===== src/rtl/sevenseg_scan_driver.sv =====
// sevenseg_scan_driver
//
// Multiplexed 7-segment display driver. Scans NUM_DIGITS digits one at a
// time. Each digit slot lasts 16 scan ticks: the first BLANK_TICKS ticks keep
// every anode off so the previous digit's segments cannot ghost onto the next
// one, and the digit is then lit up to tick brightness_i. Digit values are
// double-buffered (pending -> display at each frame wrap) so a frame never
// mixes old and new values. Also handles decimal points and leading-zero
// suppression.
//
// Ports:
//   clk_i         single clock
//   rst_i         synchronous active-high reset
//   load_i        capture digits_i / digit_en_i / dp_i into the pending buffer
//   digits_i      one hex nibble per digit, digit k at [4k+3:4k]
//   digit_en_i    per-digit enable
//   dp_i          per-digit decimal point
//   brightness_i  PWM level 0..15, used live
//   lzs_en_i      leading-zero suppression enable, used live
//   anode_o       digit select (polarity per ANODE_ACTIVE_LOW)
//   segments_o    bit0=a .. bit6=g (polarity per SEG_ACTIVE_LOW)
//   dp_o          decimal point segment (polarity per SEG_ACTIVE_LOW)
//   frame_o       one-cycle pulse after each frame wrap
module sevenseg_scan_driver #(
    parameter int NUM_DIGITS       = 4,
    parameter int PRESCALE         = 1,
    parameter int BLANK_TICKS      = 1,
    parameter bit ANODE_ACTIVE_LOW = 1'b1,
    parameter bit SEG_ACTIVE_LOW   = 1'b1
) (
    input  logic                    clk_i,
    input  logic                    rst_i,
    input  logic                    load_i,
    input  logic [4*NUM_DIGITS-1:0] digits_i,
    input  logic [NUM_DIGITS-1:0]   digit_en_i,
    input  logic [NUM_DIGITS-1:0]   dp_i,
    input  logic [3:0]              brightness_i,
    input  logic                    lzs_en_i,
    output logic [NUM_DIGITS-1:0]   anode_o,
    output logic [6:0]              segments_o,
    output logic                    dp_o,
    output logic                    frame_o
);

    localparam int PRE_W = (PRESCALE > 1) ? $clog2(PRESCALE) : 1;
    localparam int IDX_W = (NUM_DIGITS > 1) ? $clog2(NUM_DIGITS) : 1;
    localparam logic [PRE_W-1:0] PRE_LAST = PRE_W'(PRESCALE - 1);
    localparam logic [IDX_W-1:0] IDX_LAST = IDX_W'(NUM_DIGITS - 1);
    localparam logic [3:0]       BLANK    = 4'(BLANK_TICKS);

    logic [PRE_W-1:0]        pre;
    logic [3:0]              t;
    logic [IDX_W-1:0]        idx;

    logic [4*NUM_DIGITS-1:0] pend_digits, disp_digits;
    logic [NUM_DIGITS-1:0]   pend_en, disp_en;
    logic [NUM_DIGITS-1:0]   pend_dp, disp_dp;

    logic                    tick;
    logic                    frame_wrap;

    logic [3:0]              cur_val;
    logic                    cur_en;
    logic                    cur_dp;
    logic                    cur_supp;
    logic                    higher_zero;
    logic                    lit;
    logic [NUM_DIGITS-1:0]   anode_ah;
    logic [6:0]              seg_ah;
    logic                    dp_ah;

    // Active-high segment pattern for a hex digit, g..a
    function automatic logic [6:0] seg_decode(input logic [3:0] v);
        logic [6:0] s;
        case (v)
            4'h0: s = 7'h3F;
            4'h1: s = 7'h06;
            4'h2: s = 7'h5B;
            4'h3: s = 7'h4F;
            4'h4: s = 7'h66;
            4'h5: s = 7'h6D;
            4'h6: s = 7'h7D;
            4'h7: s = 7'h07;
            4'h8: s = 7'h7F;
            4'h9: s = 7'h6F;
            4'hA: s = 7'h77;
            4'hB: s = 7'h7C;
            4'hC: s = 7'h39;
            4'hD: s = 7'h5E;
            4'hE: s = 7'h79;
            4'hF: s = 7'h71;
        endcase
        return s;
    endfunction

    assign tick       = (pre == PRE_LAST);
    assign frame_wrap = tick && (t == 4'hF) && (idx == IDX_LAST);

    // Select the active digit, work out suppression and the lit window.
    // Suppression walks down from the most significant digit: a digit is
    // blanked only while every digit above it (and itself) is zero.
    always_comb begin
        cur_val     = 4'h0;
        cur_en      = 1'b0;
        cur_dp      = 1'b0;
        cur_supp    = 1'b0;
        higher_zero = 1'b1;
        for (int k = 0; k < NUM_DIGITS; k++) begin
            if (idx == IDX_W'(k)) begin
                cur_val = disp_digits[4*k +: 4];
                cur_en  = disp_en[k];
                cur_dp  = disp_dp[k];
            end
        end
        for (int k = NUM_DIGITS - 1; k >= 1; k--) begin
            higher_zero = higher_zero && (disp_digits[4*k +: 4] == 4'h0);
            if (idx == IDX_W'(k)) begin
                cur_supp = lzs_en_i && higher_zero;
            end
        end
        lit = (t >= BLANK) && (t <= brightness_i) && cur_en && !cur_supp;
        anode_ah = '0;
        for (int k = 0; k < NUM_DIGITS; k++) begin
            anode_ah[k] = lit && (idx == IDX_W'(k));
        end
        seg_ah = lit ? seg_decode(cur_val) : 7'h00;
        dp_ah  = lit && cur_dp;
    end

    // Scan counters, the two buffers and the registered outputs.
    // A load in the wrap cycle goes straight into the display buffer so
    // it is not delayed by a whole frame.
    always_ff @(posedge clk_i) begin
        if (rst_i) begin
            pre         <= '0;
            t           <= '0;
            idx         <= '0;
            pend_digits <= '0;
            pend_en     <= '0;
            pend_dp     <= '0;
            disp_digits <= '0;
            disp_en     <= '0;
            disp_dp     <= '0;
            anode_o     <= ANODE_ACTIVE_LOW ? '1 : '0;
            segments_o  <= SEG_ACTIVE_LOW ? 7'h7F : 7'h00;
            dp_o        <= SEG_ACTIVE_LOW;
            frame_o     <= 1'b0;
        end else begin
            pre <= tick ? '0 : pre + 1'b1;
            if (tick) begin
                t <= t + 4'd1;
                if (t == 4'hF) begin
                    idx <= (idx == IDX_LAST) ? '0 : idx + 1'b1;
                end
            end
            if (load_i) begin
                pend_digits <= digits_i;
                pend_en     <= digit_en_i;
                pend_dp     <= dp_i;
            end
            if (frame_wrap) begin
                disp_digits <= load_i ? digits_i   : pend_digits;
                disp_en     <= load_i ? digit_en_i : pend_en;
                disp_dp     <= load_i ? dp_i       : pend_dp;
            end
            anode_o    <= ANODE_ACTIVE_LOW ? ~anode_ah : anode_ah;
            segments_o <= SEG_ACTIVE_LOW ? ~seg_ah : seg_ah;
            dp_o       <= SEG_ACTIVE_LOW ? ~dp_ah : dp_ah;
            frame_o    <= frame_wrap;
        end
    end

endmodule

===== config.mk =====
export PLATFORM = sky130hd
export DESIGN_NAME = sevenseg_scan_driver
export DESIGN_NICKNAME = d
export VERILOG_FILES = /design/src/rtl/sevenseg_scan_driver.sv
export SDC_FILE = /design/constraint.sdc
export NUM_CORES = 1
export LEC_CHECK = 0
export CAP_MARGIN = 5
export CORE_UTILIZATION = 57
export DETAILED_ROUTE_END_ITERATION = 12
export PLACE_DENSITY = 0.84
export SLEW_MARGIN = 25
export SYNTH_ARGS = -nofsm -noshare
export SYNTH_HDL_FRONTEND = slang
export SYNTH_SLANG_ARGS = --single-unit

===== constraint.sdc =====
create_clock -name clk_i -period 6.55 [get_ports clk_i]
set_clock_uncertainty 0.1 [all_clocks]
set_input_delay 0.655 -clock clk_i [delete_from_list [all_inputs] [get_ports clk_i]]
set_output_delay 0.655 -clock clk_i [all_outputs]
set_load 0.005 [all_outputs]

==> impl_metrics.py <==
metrics = {
    "clocking": {
        "cts_setup_buffers": 0,
        "cts_tree": "yes",
        "cts.sinks": 68,
        "clkTransAtPathRegs_ns": 0.07,
        "htreeDepth": 3,
        "clk_latency_ns": 0.34,
        "cts_root_buf": "clkbuf_8",
        "clk_path_buf_depth": 2,
        "post_cts_resized": 0,
        "ctsHoldBuffers": 0,
        "cts_buffers": 9,
    },
    "worst_setup_path": {
        "cp.arrival_ns": 3.07,
        "setup.worst_path.end_class": "register",
        "worst_setup_path_start_kind": "register",
        "critical_path_class": "reg2reg",
        "critPathRequiredTime_ns": 6.64,
        "cp_max_fo": 13,
    },
    "sta": {
        "min_period_ns": 2.98,
        "fmax_mhz": 336,
        "fin_crit_sh": 0.454,
        "hold_viol": 0,
        "finalSetupTns_ns": 0,
        "rsz0062_at_grt": "false",
        "slew_headroom": 0.389,
        "drv_slew": 0,
        "worst_slew_pin_slew_ns": 0.915,
        "setup_viol": 0,
    },
    "floorplan": {
        "die_h_microns": 73.4,
        "fp.dieW_microns": 73.4,
        "die_area_sq_um": 5390,
        "initial_core_util": 0.604,
        "num_rows": 25,
        "coreArea_sq_um": 4820,
        "pin_count": 45,
    },
    "logic_synthesis": {
        "async_flop_share": 0,
        "synth_cell_types": 40,
        "seq_area_frac_synth": 0.468,
        "synth.top_cell.area_share": 0.468,
        "syn-num-nets": 351,
        "syn_avg_cell_area_sq_um": 9.63,
        "synth_common_cells": "dfxtp_1 (68), nor2_1 (56), mux2i_1 (31)",
        "synth_area_sq_um": 2910,
        "synth.area.top_cells": "dfxtp_1 (47%), mux2i_1 (11%), ha_1 (7.3%)",
        "yosysMostFrequentCell": "dfxtp_1",
        "synth.ff_latch_count": 68,
        "syn_inst": 302,
        "synth_warnings": 0,
        "yosysTopAreaCell": "dfxtp_1",
        "ys.flop_type": "dfxtp_1",
        "synth_edf_count": 0,
    },
    "global_route": {
        "grt_max_degree": 55,
        "grt_pass1_wl_mm": 9.26,
        "gr-total-overflow": 0,
        "grt_pass1_vias": 2048,
        "track_usage": 0.229,
        "antenna_found_initial": 0,
    },
    "power_and_ir_drop": {
        "switching_share": 0.213,
        "clock_power_share": 0.410,
        "power_frac_seq": 0.521,
        "ir_drop_uv": 201,
        "internal_power_uw": 647,
        "p_per_area_nw_per_um2": 231,
        "leakage_nw": 1.40,
        "p_sw_uw": 175,
        "p_comb_frac": 0.069,
    },
    "detailed_routing": {
        "dr.pass1.iters": 4,
        "drt_iter0_drc": 96,
        "num_vias": 2213,
        "avgRoutedWirePerCell_microns": 13.4,
        "drc_errors": 0,
        "ant_nets": 0,
        "viasPerCell": 5.37,
        "drt-total-wl_mm": 5.51,
    },
    "finish": {
        "num-fill-cells": 403,
        "diodes": 0,
        "num-nets-final": 391,
        "syn_to_final_growth_pct": 22.5,
        "multi_input_area_sq_um": 1420,
        "top_regs": "disp_digits: 16 flops, pend_digits: 16 flops, segments_o: 7 flops",
        "final_layout_size_suffix_gt1_frac": 0.0609,
        "layoutNonFillerInstCount": 412,
        "layout.area.seq_sq_um": 1360,
    },
    "placed_design": {
        "gp_congestion": 0.838,
        "dp.cells": 398,
        "hpwl_mm": 3.77,
        "io_buffers": 44,
    },
    "hold_path": {
        "hold_class": "reg2reg",
    },
    "run_status": {
        "outcome": "completed",
    },
    "job": {
        "cap_violations": 0,
    },
}
## final timing paths
| check | from | end | slack [ns] | cells after the start |
|---|---|---|---|---|
| worst max-delay path | idx[1] | segments_o[3] | 3.57 | 10 |
| worst min-delay path | pend_dp[3] | pend_dp[3] | 0.39 | 2 |
| worst max register to register | idx[1] | segments_o[3] | 3.57 | 10 |
| worst min register to register | pend_dp[3] | pend_dp[3] | 0.39 | 2 |
## stage by stage
step | total power, mW | util | setup slack (ns) | area (sq um) | hold slack, ns
finish | 0.822 | 0.740 | 3.57 | 3560 | 0.393
global route | 0.853 | 0.740 | 3.42 | 3560 | 0.421
CTS | 0.827 | 0.739 | 3.56 | 3560 | 0.395
detailed placement | 0.494 | 0.699 | 3.27 | 3370 | 0.380
global placement | 0.492 | 0.699 | 3.44 | 3370 | 0.369
floorplan | 0.468 | - | 4.23 | 2910 | 0.356
## worst max-delay path, cell delays in order (launching register included)
cell      delay (ns)
dfxtp_1         0.39
inv_1           0.08
ha_1            0.33
and2b_1         0.29
a221oi_1        0.09
o31ai_1         0.72
inv_1           0.19
ha_1            0.29
mux2i_1         0.14
mux2_2          0.16
nand2_1         0.05
## layout by cell type (no fill, tap or decap), drive strengths merged, types with 2 or more instances in the layout
| master | count |
|---|---|
| dfxtp | 68 |
| nor2 | 57 |
| clkdlybuf4s50 | 44 |
| mux2i | 31 |
| a211oi | 22 |
| nand2 | 18 |
| ha | 17 |
| inv | 14 |
| clkbuf | 12 |
| a21oi | 7 |
| o221ai | 6 |
| o21ai | 4 |
| nor2b | 4 |
| nand3b | 4 |
| o22a | 3 |
| and2b | 2 |
| o31ai | 2 |
| nand3 | 2 |
| nand4 | 2 |
| nor4 | 2 |
| nor3b | 2 |
| xnor2 | 2 |
| xor2 | 2 |
| nor3 | 2 |
| buf | 2 |
| a311oi | 2 |
## cell type report
cell class              count  area share
repair buffers             46       0.128
inverters                  14      0.0147
flip-flops and latches     68       0.382
clock buffers              12      0.0435
multi-input cells         203       0.399
well taps                  67      0.0235
clock inverters             2     0.00983
## kinds of logic after synthesis
kind of cell / synth area share
adders and majority gates: 0.0731
buffers and inverters: 0.0456
and+or+nand+nor: 0.149
muxes: 0.111
other: 0.00129
DFF: 0.468
AOI/OAI and AO/OA: 0.140
xor gates and xnor gates: 0.0120
## per-layer routing
| metal | global-route usage | share of wire |
|---|---|---|
| met5 | 0 | 0 |
| met4 | 0.0983 | 0.018 |
| met3 | 0.0796 | 0.042 |
| met2 | 0.367 | 0.49 |
| met1 | 0.278 | 0.45 |
## power groups by stage
stage                     clock network (mW)  registers [mW]  logic (mW)
after floorplan                            0           0.436      0.0316
after global placement                     0           0.437      0.0547
after detailed placement                   0           0.438      0.0561
after CTS                              0.342           0.428      0.0569
after global routing                   0.361           0.429      0.0631
final                                  0.337           0.428      0.0563
No activity file was read; power rests on OpenSTA's default activity.
